`config.mk`:
```
export PLATFORM = sky130hd
export DESIGN_NAME = beat_editor
export DESIGN_NICKNAME = d
export VERILOG_FILES = /design/src/rtl/sequencer_pkg.sv /design/src/rtl/beat_editor_button_conditioner.sv /design/src/rtl/beat_editor.sv
export SDC_FILE = /design/constraint.sdc
export NUM_CORES = 1
export LEC_CHECK = 0
export BUFFER_PORTS_ARGS = -buffer_cell sky130_fd_sc_hd__buf_2
export CAP_MARGIN = 40
export CORE_AREA = 2 2 110 123
export DETAILED_ROUTE_END_ITERATION = 10
export DIE_AREA = 0 0 112 125
export PLACE_DENSITY = 0.66
export SLEW_MARGIN = 20
export SYNTH_ARGS = -nofsm -noshare
export SYNTH_HDL_FRONTEND = slang
export SYNTH_HIERARCHICAL = 1
export SYNTH_SLANG_ARGS = --single-unit
```
`constraint.sdc`:
```
create_clock -name clk -period 4.13 [get_ports clk]
set_input_delay 0.826 -clock clk [delete_from_list [all_inputs] [get_ports clk]]
set_output_delay 0.826 -clock clk [all_outputs]
set_load 0.03 [all_outputs]
```
`src/rtl/sequencer_pkg.sv`:
```
// Types and constants shared by the step editor and the playback path.
package sequencer_pkg;

  localparam int NOTE_W = 4;
  localparam logic [NOTE_W-1:0] NOTE_REST = 4'd0;
  localparam logic [NOTE_W-1:0] NOTE_MAX  = 4'd15;

  localparam int BTN_NEXT  = 0;
  localparam int BTN_PREV  = 1;
  localparam int BTN_UP    = 2;
  localparam int BTN_DOWN  = 3;
  localparam int BTN_CLEAR = 4;
  localparam int BTN_N     = 5;

  typedef enum logic {
    ED_IDLE  = 1'b0,
    ED_CLEAR = 1'b1
  } ed_state_e;

  // Saturating one-step pitch change; returns the input unchanged at either rail.
  function automatic logic [NOTE_W-1:0] note_step(input logic [NOTE_W-1:0] note,
                                                  input logic inc);
    logic [NOTE_W-1:0] res;
    if (inc) begin
      res = (note == NOTE_MAX) ? note : note + 4'd1;
    end else begin
      res = (note == NOTE_REST) ? note : note - 4'd1;
    end
    return res;
  endfunction

endpackage

```
`src/rtl/beat_editor_button_conditioner.sv`:
```
// Button front end: 2-flop synchronizer, optional debouncer, registered press pulse.
// The debouncer is built only when BEAT_EDITOR_DEBOUNCE_EN is defined.
module button_conditioner
  import sequencer_pkg::*;
#(
  parameter int DEBOUNCE_CYCLES = 120_000
) (
  input  logic clk,
  input  logic rst_n,
  input  logic btn,
  output logic press
);

  logic [1:0] sync_r;
  logic       level_s;
  logic       prev_r;
  logic       press_r;

  if (DEBOUNCE_CYCLES < 1) begin : g_bad_cfg
    $error("DEBOUNCE_CYCLES must be at least 1");
  end

  // Two-stage synchronizer for the asynchronous pin
  always_ff @(posedge clk or negedge rst_n) begin
    if (!rst_n) begin
      sync_r <= 2'b00;
    end else begin
      sync_r <= {sync_r[0], btn};
    end
  end

`ifdef BEAT_EDITOR_DEBOUNCE_EN
  localparam int CNT_W = $clog2(DEBOUNCE_CYCLES + 1);

  logic [CNT_W-1:0] cnt_r;
  logic             filt_r;

  // Filtered level flips only after DEBOUNCE_CYCLES consecutive differing samples
  always_ff @(posedge clk or negedge rst_n) begin
    if (!rst_n) begin
      cnt_r  <= '0;
      filt_r <= 1'b0;
    end else if (sync_r[1] != filt_r) begin
      if (cnt_r == CNT_W'(DEBOUNCE_CYCLES - 1)) begin
        filt_r <= sync_r[1];
        cnt_r  <= '0;
      end else begin
        cnt_r  <= cnt_r + CNT_W'(1);
      end
    end else begin
      cnt_r <= '0;
    end
  end

  assign level_s = filt_r;
`else
  assign level_s = sync_r[1];
`endif

  // Rising-edge detector; the pulse is registered so the top sees a clean flop
  always_ff @(posedge clk or negedge rst_n) begin
    if (!rst_n) begin
      prev_r  <= 1'b0;
      press_r <= 1'b0;
    end else begin
      prev_r  <= level_s;
      press_r <= level_s & ~prev_r;
    end
  end

  assign press = press_r;

endmodule

```
`src/rtl/beat_editor.sv`:
```
// Step-pattern editor: cursor movement, saturating pitch edits and a clear sweep
// over a flat step register. Define BEAT_EDITOR_DEBOUNCE_EN to debounce the buttons.
module beat_editor
  import sequencer_pkg::*;
#(
  parameter int NUM_BEATS       = 16,
  parameter int DEBOUNCE_CYCLES = 120_000
) (
  input  logic                          clk,
  input  logic                          rst_n,
  input  logic                          btn_next,
  input  logic                          btn_prev,
  input  logic                          btn_up,
  input  logic                          btn_down,
  input  logic                          btn_clear,
  output logic [NUM_BEATS*NOTE_W-1:0]   beats,
  output logic [$clog2(NUM_BEATS)-1:0]  cursor,
  output logic [NOTE_W-1:0]             cur_note,
  output logic                          busy,
  output logic                          update
);

  localparam int CUR_W   = $clog2(NUM_BEATS);
  localparam int BEATS_W = NUM_BEATS * NOTE_W;

  if (NUM_BEATS < 2 || (NUM_BEATS & (NUM_BEATS - 1)) != 0) begin : g_bad_cfg
    $error("NUM_BEATS must be a power of two, at least 2");
  end

  logic [BTN_N-1:0]   raw_s;
  logic [BTN_N-1:0]   press_s;

  ed_state_e          state_r,  state_s;
  logic [BEATS_W-1:0] beats_r,  beats_s;
  logic [CUR_W-1:0]   cursor_r, cursor_s;
  logic [CUR_W-1:0]   sweep_r,  sweep_s;
  logic               busy_r,   busy_s;
  logic               update_r, update_s;
  logic [NOTE_W-1:0]  cur_note_r;
  logic [NOTE_W-1:0]  note_s;
  logic [NOTE_W-1:0]  stepped_s;

  assign raw_s = {btn_clear, btn_down, btn_up, btn_prev, btn_next};

  for (genvar g = 0; g < BTN_N; g++) begin : g_btn
    button_conditioner #(
      .DEBOUNCE_CYCLES(DEBOUNCE_CYCLES)
    ) u_cond (
      .clk   (clk),
      .rst_n (rst_n),
      .btn   (raw_s[g]),
      .press (press_s[g])
    );
  end

  // Next-state logic: one action per cycle, clear > up/down > next/prev
  always_comb begin
    state_s   = state_r;
    beats_s   = beats_r;
    cursor_s  = cursor_r;
    sweep_s   = sweep_r;
    busy_s    = busy_r;
    update_s  = 1'b0;
    note_s    = beats_r[cursor_r*NOTE_W +: NOTE_W];
    stepped_s = note_step(note_s, press_s[BTN_UP]);

    case (state_r)
      ED_IDLE: begin
        if (press_s[BTN_CLEAR]) begin
          state_s = ED_CLEAR;
          busy_s  = 1'b1;
          sweep_s = '0;
        end else if (press_s[BTN_UP] ^ press_s[BTN_DOWN]) begin
          // A press at a rail is consumed but leaves the step untouched
          if (stepped_s != note_s) begin
            beats_s[cursor_r*NOTE_W +: NOTE_W] = stepped_s;
            update_s = 1'b1;
          end else begin
            update_s = 1'b0;
          end
        end else if (press_s[BTN_NEXT] ^ press_s[BTN_PREV]) begin
          if (press_s[BTN_NEXT]) begin
            cursor_s = cursor_r + CUR_W'(1);
          end else begin
            cursor_s = cursor_r - CUR_W'(1);
          end
        end else begin
          state_s = ED_IDLE;
        end
      end
      ED_CLEAR: begin
        beats_s[sweep_r*NOTE_W +: NOTE_W] = NOTE_REST;
        if (sweep_r == CUR_W'(NUM_BEATS - 1)) begin
          state_s  = ED_IDLE;
          busy_s   = 1'b0;
          update_s = 1'b1;
          sweep_s  = '0;
        end else begin
          sweep_s = sweep_r + CUR_W'(1);
        end
      end
      default: begin
        state_s = ED_IDLE;
        busy_s  = 1'b0;
        sweep_s = '0;
      end
    endcase
  end

  // Editor state, step buffer and registered outputs
  always_ff @(posedge clk or negedge rst_n) begin
    if (!rst_n) begin
      state_r    <= ED_IDLE;
      beats_r    <= '0;
      cursor_r   <= '0;
      sweep_r    <= '0;
      busy_r     <= 1'b0;
      update_r   <= 1'b0;
      cur_note_r <= NOTE_REST;
    end else begin
      state_r    <= state_s;
      beats_r    <= beats_s;
      cursor_r   <= cursor_s;
      sweep_r    <= sweep_s;
      busy_r     <= busy_s;
      update_r   <= update_s;
      cur_note_r <= beats_r[cursor_r*NOTE_W +: NOTE_W];
    end
  end

  assign beats    = beats_r;
  assign cursor   = cursor_r;
  assign cur_note = cur_note_r;
  assign busy     = busy_r;
  assign update   = update_r;

endmodule

```
* Word-level counts from Yosys, hierarchy flattened *
Cells that the tools add are included.
Widths: inputs -> output; s select.

storage, ports and cells
  register bits = 99
  word-level logic and storage cells = 85

cells by class
  add/subtract/negate cells = 7
  eq/ne operators = 8
  shifts and indexed selects = 5
  muxes and demuxes = 24
  bitwise logic cells = 15
  reduce and logical (&&, ||, !) cells = 4

operator list
  operator                  number
  $mux 64                   3
  $bwmux 64                 2
  $pmux 64 s2               1
  $shift 4x34->64 const A   2
  $neg 6->34                2
  $shiftx 4x34->64          1
  $shiftx 4x34->64 const A  1
  $shiftx 64x7->4           1
  $mux 4                    6
  $add 4x1->4 const B       3
  $eq 4x4->1 const B        2
  $mux 1                    8
  $not 1->1                 8
  $pmux 4 s2                1
  $sub 4x1->4 const B       2
  $ne 2x2->1 const B        3
  $pmux 1 s2                3
  $and 1x1->1               5
  $logic_not 4->1           1
  $ne 2x1->1 const B        2
  $ne 4x4->1                1
  $reduce_and 4->1          1
  $reduce_and 3->1          1
  $reduce_and 2->1          1
  $xor 1x1->1               2

* Logic depth before layout (Yosys ltp) *
  depth after elaboration = 10
  depth in mapped cells = 15
  depth with buffers taken out = 10

* Modules after synthesis *
The synthesis kept the hierarchy.

modules (own cells, without submodules)
  module              instances  cells each  area an instance (um^2)  sequential area each (um^2)
  beat_editor         1          392         4421.7                   1976.9
  button_conditioner  5          5           113.9                    100.1

* Worst setup path after synthesis *
Ideal clock, no wire load.

  kind = reg2reg
  from = register cursor_r[0] (netlist: cursor[0])
  to = register beats_r[28] (netlist: beats[28])
  setup time = 0.121 ns
  arrival time = 3.278 ns
  required time = 4.009 ns
  slack = 0.731 ns
  cell stages (with the launch flop) = 15
  path buffers = 4
  clock period less this slack = 3.399 ns
  cells stage by stage = dfrtp_1 buf_6 buf_12 buf_6 mux4_2 a22oi_1 nand2_1 inv_1 ha_1 o2111a_1 nor3_1 or3_1 buf_4 and2_4 a22o_1

between the ends
  cells in the longest elaborated chain, start to end = 10
  elaborated cells between the ends (all ways) = 19
  classes of those cells = add/sub: 3; eq/ne: 3; shift: 3; mux: 8; reduce/logical: 2

ends and longest elaborated chain
  item                                       RTL line                                  source
  start, declared                            beat_editor.sv:35                         logic [CUR_W-1:0] cursor_r, cursor_s;
  start signal, assigned                     beat_editor.sv:123                        cursor_r <= cursor_s;
  $shiftx 64x7->4 (*)                        beat_editor.sv:64                         note_s = beats_r[cursor_r*NOTE_W +: NOTE_W];
  net note_s[0]                              beat_editor.sv:40                         logic [NOTE_W-1:0] note_s;
  $sub 4x1->4, or another cell as far along  sequencer_pkg.sv:27                       res = (note == NOTE_REST) ? note : note - 4'd1;
  $mux 4 (on tied branches)                  sequencer_pkg.sv:27, sequencer_pkg.sv:25
  $mux 4                                     sequencer_pkg.sv:24                       if (inc) begin
  $shiftx 4x34->64                           beat_editor.sv:76                         beats_s[cursor_r*NOTE_W +: NOTE_W] = stepped_s;
  $bwmux 64                                  beat_editor.sv:76
  $mux 64                                    beat_editor.sv:75                         if (stepped_s != note_s) begin
  $mux 64                                    beat_editor.sv:73                         end else if (press_s[BTN_UP] ^ press_s[BTN_DOWN]) begin
  $mux 64                                    beat_editor.sv:69                         if (press_s[BTN_CLEAR]) begin
  $pmux 64 s2                                beat_editor.sv:67                         case (state_r)
  end signal, assigned                       beat_editor.sv:122                        beats_r <= beats_s;
  end, declared                              beat_editor.sv:34                         logic [BEATS_W-1:0] beats_r, beats_s;

The timed path passes the listed nets; every way through them passes the cells marked *. The select of a mux whose other input is x is not followed.
A chain may end at the register's enable or synchronous reset.

* Final worst setup path *
  from = register cursor_r[0] (netlist: cursor[0])
  to = register beats_r[53] (netlist: beats[53])

The elaborated chain is that of the path after synthesis.

==> results_dict.tcl <==
set metrics [dict create \
    status "completed" \
    drive_above_1_share_pct 27.70 \
    endpoint_kind "register" \
    synth_top_area_share_pct 49.64 \
    clkTransAtPathRegs_ns 0.07 \
    irDropWorstVdd_v 0.0003099 \
    grt.overflow.total 0 \
    p_comb_share_pct 51.2 \
    fin_crit_ns 3.845 \
    hp-start "g_btn[1].u_cond/sync_r[0]" \
    path_cells "mux4_2 > a22oi_1 > nand2_1 > inv_1 > ha_1 > o2111a_1 > nor3_1 > nor3_1 > nor2_1 > a22o_1" \
    synth-seq-cells 99 \
    r2r_start "cursor[0]" \
    dieArea_mm2 0.01400 \
    power_frac_seq_pct 31.3 \
    ctsHoldBuffers 0 \
    clock.fmax_mhz 260.1 \
    drv_cap 0 \
    clock_sinks 99 \
    detail-route-antenna-nets 0 \
    crit_type "reg -> reg" \
    min_path_type "reg -> reg" \
    drt_iter0_drc 315 \
    synth_area_leaders "dfrtp_1 50%, o2bb2ai_1 5.4%, a22o_1 5.3%, mux4_2 4.5%, ha_1 3.5%" \
    drc 0 \
    final_cell_area_mm2 0.005843 \
    total_power_mw 4.704 \
    die_y_um 125 \
    ioPinCount 81 \
    track_usage_pct 21.14 \
    drt-pass1-iter-count 5 \
    root_buffer "clkbuf_16" \
    cp_slowest_cell "dfrtp_1" \
    dp_slack_ns 0.3844 \
    p_sw_mw 2.301 \
    cp_data_arrival_time_ns 4.09 \
    die_x_um 112 \
    start_util_pct 38.74 \
    cts_tree "built" \
    ys_warn_count 6 \
    rows 44 \
    cp_max_fo 11 \
    fin_skew_ns 0.01490 \
    synthesis.area_mm2 0.004991 \
    clk_path_buf_depth 2 \
    rsz0062_at_grt "no" \
    htree_levels 3 \
    power_density_mw_per_mm2 805.1 \
    slew_violations 0 \
    clock_latency_ns 0.36 \
    grt_first_pass_wirelength_mm 22.78 \
    required_ns 4.37 \
    grt_start_max_net_pins 40 \
    cts_made_buffers 9 \
    dpl_cell_area_mm2 0.005554 \
    intPower_mw 2.403 \
    worst_hold_slack_ns 0.3482 \
    core_area_mm2 0.01288 \
    yosysTopAreaCell "dfrtp_1" \
    dp_hpwl_mm 11.09 \
    tightest_slew_ns 0.6793 \
    setup_viol 0 \
    setup_ws_ns 0.2851 \
    switching_share_pct 48.92 \
    grt_pass1_vias 3924 \
    final_nets 526 \
    syn_avg_cell_area_um2 11.97 \
    post_cts_resized 0 \
    startpoint "cursor[0]" \
    slew_headroom_pct 54.36 \
    fin_crit_sh_pct 93.10 \
    routed_via_density 5.879 \
    yosysSeqAreaShare_pct 49.64 \
    area_delta_synth_final_pct 17.07 \
    tns_ns 0 \
    num_vias 3945 \
    io_buffers 80 \
    totalWireLength_mm 14.61 \
    synth-edff-count 0 \
    grt_antenna_before_repair 0 \
    post_cts_buffers 0 \
    synthDistinctLibCells 64 \
    synth_flop_cell "dfrtp_1" \
    max_stage_delay_ns 0.77 \
    clockPowerShare_pct 17.5 \
    synth_async_sr_flop_share_pct 100.0 \
    hold_viol_final 0 \
    syn_inst 417 \
    power_leakage_nw 2.846 \
    wl_per_cell_um 21.77 \
    gp_congestion 0.9267 \
    cp_common_cell "nor3_1" \
    startpoint_type "register" \
    synthesis.nets 439 \
]
==> kinds of logic after synthesis <==
| family | synth area share, % |
|---|---|
| simple gates | 13.94 |
| compound gates | 17.95 |
| flops | 49.64 |
| buf+inv | 3.785 |
| mux | 9.200 |
| fa+ha+maj | 3.911 |
| xor+xnor | 1.579 |
==> per-stage QoR <==
stage,cells,util [%]
4_1_cts,670,45.34
2_1_floorplan,417,-
5_1_grt,670,45.34
6_report,671,45.36
3_3_place_gp,654,43.11
3_5_place_dp,654,43.11
==> flip-flops by register name (all words and copies together) (netlist names) <==
register             count
update                   1
g_btn.u_cond/sync_r     10
g_btn.u_cond/prev_r      5
busy                     1
beats                   64
cur_note                 4
cursor                   4
state_r                  1
g_btn.u_cond/press       5
sweep_r                  4
==> power by group through the flow <==
stage          clock (mW)  combinational [mW]  sequential [mW]
2_1_floorplan           0                1.47             1.65
3_3_place_gp            0                2.34             1.48
3_5_place_dp            0                2.36             1.49
4_1_cts             0.830                2.38             1.47
5_1_grt             0.869                2.56             1.51
6_report            0.822                2.41             1.47
==> cells in the mapped netlist (2+ instances only) <==
| cell type | count |
|---|---|
| inv_1 | 17 |
| nand2b_1 | 6 |
| mux2i_1 | 17 |
| nor3b_1 | 3 |
| and3_1 | 4 |
| a211o_1 | 2 |
| o21a_1 | 2 |
| ha_1 | 14 |
| nand2_1 | 41 |
| o31ai_1 | 2 |
| mux4_1 | 2 |
| nor2_2 | 3 |
| xnor2_1 | 6 |
| xor2_1 | 3 |
| a22o_1 | 30 |
| a21o_1 | 4 |
| or3_1 | 2 |
| nor3_1 | 13 |
| o21ai_1 | 2 |
| a221oi_1 | 2 |
| nand4_1 | 3 |
| buf_6 | 5 |
| nor2b_4 | 5 |
| o21ai_0 | 3 |
| clkbuf_1 | 4 |
| nand2_2 | 4 |
| dfrtp_1 | 99 |
| a21oi_1 | 5 |
| and2_1 | 2 |
| a22oi_1 | 7 |
| nand3b_1 | 2 |
| mux4_2 | 10 |
| nand3_1 | 7 |
| nor2_1 | 22 |
| buf_4 | 2 |
| or2_2 | 2 |
| nor2b_1 | 3 |
| o2bb2ai_1 | 31 |
==> area by class of cell <==
class | count | area, um2
Antenna cell | 1 | 2.502
Fill cell | 1214 | 7039
Clock buffer | 9 | 225.2
Clock inverter | 7 | 61.31
Tap cell | 161 | 201.4
Timing Repair Buffer | 90 | 478.0
Sequential cell | 99 | 2477
Inverter | 18 | 72.57
Multi-Input combinational cell | 286 | 2325
==> routing by layer <==
metal / track usage (%) / share of wire, % / vias to the layer above
li1: - / - / 1723
met1: 29.32 / 43 / 1978
met2: 33.83 / 48 / 208
met3: 3.102 / 6.3 / 36
met4: 8.106 / 2.9 / 0
met5: 0 / 0 / -
==> cell usage in the layout (no fill, tap or decap), types with 5 or more instances in the layout <==
master     instances
buf_2             79
buf_4             11
a22oi_1            7
ha_1              14
mux2i_1           17
nor3_1            13
a21oi_1            5
dfrtp_1           99
xnor2_1            6
nand2b_1           6
mux4_2            10
nor2_1            22
o2bb2ai_1         31
clkbuf_16          9
nor2b_4            5
nand2_1           41
a22o_1            30
inv_1             17
nand3_1            7
==> path summary, 6_finish.rpt <==
path / cells past startpoint / slack, ns / end
max in group asynchronous: 2 / 2.90 / g_btn[0].u_cond/sync_r[1]
worst min register to register: 0 / 0.35 / g_btn[1].u_cond/sync_r[1]
worst max register to register: 10 / 0.29 / beats[53]
worst min-delay path: 0 / 0.35 / g_btn[1].u_cond/sync_r[1]
min in group asynchronous: 1 / 0.39 / beats[2]
worst max-delay path: 10 / 0.29 / beats[53]
==> worst max-delay path, delay by kind of cell (launching register included) <==
kind / cells / cell delay, ns
AND/OR/NAND/NOR: 4 / 1.18
buffers and inverters: 1 / 0.10
adder cells (fa/ha/maj): 1 / 0.24
multiplexers: 1 / 0.60
flip-flops: 1 / 0.77
AO/OA/AOI/OAI: 3 / 0.82
(Power assumes the default switching activity.)
